===== src/rtl/ser_pkg.sv =====
// Shared constants for the 8N1 serial receiver: FSM encoding, default bit
// period and frame length.
package ser_pkg;

  localparam int DIV_DEF    = 4;
  localparam int FRAME_BITS = 8;

  typedef enum logic [1:0] {
    IDLE  = 2'd0,
    START = 2'd1,
    DATA  = 2'd2,
    STOP  = 2'd3
  } state_t;

endpackage


===== src/rtl/bit_timer.sv =====
// Bit-period counter. tc marks a sampling point. In half mode the first
// sample lands DIV/2 cycles after the line first reads low, because the
// IDLE detect edge has already used up one of those cycles.
module bit_timer #(
  parameter int DIV = 4
) (
  input  logic C,
  input  logic R,
  input  logic load,
  input  logic half,
  output logic tc
);

  localparam int CW = (DIV > 2) ? $clog2(DIV) : 1;
  localparam logic [CW-1:0] FULL_LIM = CW'(DIV - 1);
  localparam logic [CW-1:0] HALF_LIM = CW'(DIV / 2 - 2);

  logic [CW-1:0] cnt;

  assign tc = (cnt == (half ? HALF_LIM : FULL_LIM));

  always_ff @(posedge C) begin
    if (R || load || tc) cnt <= '0;
    else                 cnt <= cnt + CW'(1);
  end

endmodule


===== src/rtl/ser_rx8.sv =====
// 8N1 serial receiver with a one-byte holding register, a valid/ack
// handshake and sticky framing/overrun flags.
module ser_rx8
  import ser_pkg::*;
#(
  parameter int DIV = DIV_DEF
) (
  input  logic       C,
  input  logic       R,
  input  logic       SI,
  input  logic       ACK,
  input  logic       CLR,
  output logic [7:0] Q,
  output logic       VALID,
  output logic       FERR,
  output logic       OVR,
  output logic       BUSY
);

  state_t     state;
  logic       s1, ss;
  logic [2:0] idx;
  logic [7:0] shreg;
  logic       stop_bit;
  logic       fin;
  logic       tc;

  bit_timer #(.DIV(DIV)) u_timer (
    .C    (C),
    .R    (R),
    .load (state == IDLE),
    .half (state == START),
    .tc   (tc)
  );

  // The synchroniser resets to the idle level so reset release cannot fake a start bit.
  always_ff @(posedge C) begin
    if (R) begin
      s1 <= 1'b1;
      ss <= 1'b1;
    end else begin
      s1 <= SI;
      ss <= s1;
    end
  end

  always_ff @(posedge C) begin
    if (R) begin
      state    <= IDLE;
      idx      <= '0;
      shreg    <= '0;
      stop_bit <= 1'b0;
      fin      <= 1'b0;
      Q        <= 8'h00;
      VALID    <= 1'b0;
      FERR     <= 1'b0;
      OVR      <= 1'b0;
      BUSY     <= 1'b0;
    end else begin
      fin <= 1'b0;
      if (CLR) begin
        FERR <= 1'b0;
        OVR  <= 1'b0;
      end
      if (VALID && ACK) VALID <= 1'b0;

      unique case (state)
        IDLE: begin
          if (!ss) begin
            state <= START;
            BUSY  <= 1'b1;
          end
        end
        START: begin
          if (tc) begin
            if (ss) begin
              state <= IDLE;
              BUSY  <= 1'b0;
            end else begin
              state <= DATA;
              idx   <= '0;
            end
          end
        end
        DATA: begin
          if (tc) begin
            shreg[idx] <= ss;
            idx        <= idx + 3'd1;
            if (idx == 3'(FRAME_BITS - 1)) state <= STOP;
          end
        end
        STOP: begin
          // Stop bit is captured first; the frame is retired on the following edge.
          if (fin) begin
            state <= IDLE;
            BUSY  <= 1'b0;
            if (!stop_bit) begin
              FERR <= 1'b1;
            end else if (!VALID || ACK) begin
              Q     <= shreg;
              VALID <= 1'b1;
            end else begin
              OVR <= 1'b1;
            end
          end else if (tc) begin
            stop_bit <= ss;
            fin      <= 1'b1;
          end
        end
        default: begin
          state <= IDLE;
          BUSY  <= 1'b0;
        end
      endcase
    end
  end

endmodule


===== config.mk =====
export PLATFORM = sky130hd
export DESIGN_NAME = ser_rx8
export DESIGN_NICKNAME = d
export VERILOG_FILES = /design/src/rtl/ser_pkg.sv /design/src/rtl/bit_timer.sv /design/src/rtl/ser_rx8.sv
export SDC_FILE = /design/constraint.sdc
export NUM_CORES = 1
export LEC_CHECK = 0
export CAP_MARGIN = 10
export CORE_MARGIN = 5
export CORE_UTILIZATION = 45
export CTS_CLUSTER_DIAMETER = 100
export DETAILED_ROUTE_END_ITERATION = 12
export PLACE_DENSITY = 0.67
export SLEW_MARGIN = 20
export SYNTH_ARGS = -nofsm -noshare
export SYNTH_HDL_FRONTEND = slang
export SYNTH_SLANG_ARGS = --single-unit

===== constraint.sdc =====
create_clock -name C -period 1.5 [get_ports C]
set_input_delay 0.375 -clock C [delete_from_list [all_inputs] [get_ports C]]
set_output_delay 0.375 -clock C [all_outputs]
set_load 0.1 [all_outputs]

==> summary.txt <==
Drt
  – Post-route DRC: 0
  – Final wirelength: 2.70 mm
  – 1st-iter DRT viols: 29
  – DR vias/cell: 5.55
  – Pre-Repair DR Iteration Count: 4
  – Routed Antenna Nets: 0
  – Via Count: 1,072
  – WL/cell: ~14 um

Min path
  – Min-Delay Path Depth: 1
  – Worst Hold Class: reg2reg

Placement
  – DP HPWL: around 2.0 mm
  – IO Port Bufs: 16
  – Area post-placement: ~1700 sq um
  – Gp weighted congestion: 0.800
  – Setup slack at placement: -0.0526 ns

Synth
  – Synth Net Count: 146
  – Synth Register Bits: 31
  – Count of cell types in the netlist: 32
  – Ys async rst share: 0%
  – Netlist Area Pre-Place: about 1300 sq um
  – Average cell area after synthesis: 9.43 sq um
  – Seq/Total Area, Yosys: 47.3%
  – Synth Flop Type: dfxtp_1
  – Cells after Synth: approximately 140
  – YS warnings: 0
  – EDFF count, synth: 0

Clocking
  – CTS clk-pin slew, worst paths: 0.08 ns
  – # H-tree levels: 2
  – Clock Latency Late Sink: ~0.32 ns
  – # hold bufs at CTS: 0
  – CTS tree: done
  – Number of clock sinks: 31
  – Setup bufs post-CTS: 0
  – TritonCTS Buffers: 5
  – Max Root-Sink Buffers: 2
  – Clock Tree Root: clkbuf_4

Cells and area
  – Cell area after layout: between 1500 and 2000 sq um
  – Antenna diode count: 0
  – Share of layout cells above drive strength 1: a little over a fifth
  – Area growth from synthesis to layout: 30.8%
  – Filler cell count: 259
  – Fin nets: 170

GRT
  – Initial antenna violation count: 0
  – Total grt overflow: 0
  – First-pass GRT wire length: 4.73 mm
  – Largest net degree at the start of global routing: 20
  – Vias in the first global route: 1,056
  – Gr usage total: between 10% and 20%

Timing
  – Least-Margin Pin Slew: 0.325 ns
  – Final Hold Vio Count: 0
  – Final worst slack: 0.128 ns
  – Max_slew headroom: 78.3%
  – F_max: about 0.73 GHz
  – Final Hold Slack: 0.426 ns
  – Unrepaired setup endpoints after global routing: no
  – # setup viols final: 0
  – Period utilization: about nine tenths
  – Tmin final: 1.37 ns
  – Slew Viols, Final: 0
  – Clock Skew: 0.00103 ns

Die
  – Floorplan core area: between 2000 and 3000 sq um
  – Io pins: 17
  – Die W: between 60 and 70 um
  – Total die area: 4090 sq um
  – Row cnt: 19
  – Starting Density: 47.1%
  – Die Height: 64.0 um

Critical path
  – Crit start category: flip-flop
  – CP Data Arrival Time: roughly 1.6 ns
  – Number of cells on the worst reg-to-reg path: 3
  – Critical path class: reg2reg
  – WP data required: 1.77 ns
  – Crit-path max FO: 11
  – Worst setup EP type: flip-flop

Pwr
  – Logic gate share of total power: between 6 and 7%
  – Net Sw Frac: 22.5%
  – Worst VDD drop: 0.000707 V
  – P_int: 1.04 mW
  – Psw: roughly 0.3 mW
  – Reg power frac: 62.6%
  – Leak Pwr: ~0.67 nW
  – Clock Power Share: 31.2%
  – Pwr dens: between 700 and 800 nW/um^2

Run status
  – Run status: finished, final reports clean

Flow run
  – Max_cap viols: 0
-- power by group through the flow --
| stage | Combinational (mW) | Clock (mW) | Sequential, mW |
|---|---|---|---|
| 3_3_place_gp | 0.0802 | 0 | 0.856 |
| 5_1_grt | 0.0894 | 0.469 | 0.838 |
| 3_5_place_dp | 0.0826 | 0 | 0.856 |
| 4_1_cts | 0.0826 | 0.431 | 0.836 |
| 2_1_floorplan | 0.0363 | 0 | 0.863 |
| 6_report | 0.0833 | 0.416 | 0.837 |
-- cell type report --
type | count | area (sq um) | share of cell area [%]
tap | 31 | 38.8 | 2.26
timing repair buffer | 25 | 348 | 20.3
multi-input combinational | 98 | 657 | 38.3
inverter | 2 | 7.51 | 0.438
sequential | 31 | 623 | 36.3
clock buffer | 6 | 41.3 | 2.41
-- flip-flops by register name, summed over array words and instances (netlist names), named ones only --
name         flops
OVR              1
state            1
u_timer.cnt      2
BUSY             1
ss               1
shreg            8
FERR             1
VALID            1
Q                8
s1               1
stop_bit         1
idx              3
fin              1
-- path summary, 6_finish.rpt --
kind | from | end | slack (ns)
min | s1 | ss | 0.43
max | state[0] | idx[0] | 0.13
min reg2reg | s1 | ss | 0.43
max reg2reg | state[0] | idx[0] | 0.13
-- cell families (layout without fill, tap and decap cells) --
| group | count (synthesis) | after routing | synth area share, % |
|---|---|---|---|
| multiplexers | 10 | 10 | 7.73 |
| flip-flops | 31 | 31 | 47.3 |
| AO/OA/AOI/OAI | 27 | 27 | 12.0 |
| adder cells (fa/ha/maj) | 2 | 2 | 1.91 |
| AND/OR/NAND/NOR | 59 | 59 | 28.0 |
| buffers and inverters | 10 | 33 | 3.05 |
-- metrics by stage --
stage	setup TNS, ns	util (%)	total power, mW	std cells
after floorplan	0	-	0.899	139
after global placement	0	59.9	0.936	187
after detailed placement	-0.307	59.9	0.938	187
after CTS	0	61.4	1.35	193
after global routing	0	61.7	1.40	193
final	0	61.7	1.34	193
-- worst max-delay path: stages, from the launching register on --
cell and delay, ns:
dfxtp_1 0.51, and4b_1 0.26, a311oi_2 0.34, mux2_2 0.21
-- layer usage --
metal / part of all wire, % / GRT usage (%) / routed length [um] / vias to the layer above
li1: - / - / - / 544
met1: 44 / 17.2 / 1180 / 500
met2: 49 / 23.5 / 1330 / 22
met3: 5.7 / 6.48 / 154 / 6
met4: 1.3 / 4.68 / 36 / 0
met5: 0 / 0 / 0 / -
-- cell usage after synthesis, drive strengths merged (3+ instances only) --
| cell type | instances | area [sq um] |
|---|---|---|
| dfxtp | 31 | 621 |
| o21ai | 18 | 90.1 |
| nand2b | 12 | 75.1 |
| nor2b | 10 | 62.6 |
| mux2i | 9 | 90.1 |
| clkbuf | 6 | 22.5 |
| nand2 | 6 | 22.5 |
| nor2 | 5 | 18.8 |
| nand3 | 4 | 20.0 |
| nor3 | 4 | 20.0 |
| a21oi | 3 | 15.0 |
| nand4 | 3 | 18.8 |
-- repair_timing --
| item | in CTS | in global routing |
|---|---|---|
| gates resized for setup | 0 | 2 |
| setup endpoints to repair | 0 | 7 |
| endpoints found under the hold margin | 0 | 0 |
-- cells in the final DEF (no fill, tap or decap), types with 5 or more instances in the layout --
master,count
dfxtp_1,29
o21ai_0,17
nand2b_1,12
buf_12,12
nor2b_1,10
mux2i_1,9
buf_4,9
nand2_1,6
nor2_1,5
clkbuf_4,5
Power figures use the tool's default switching activity.
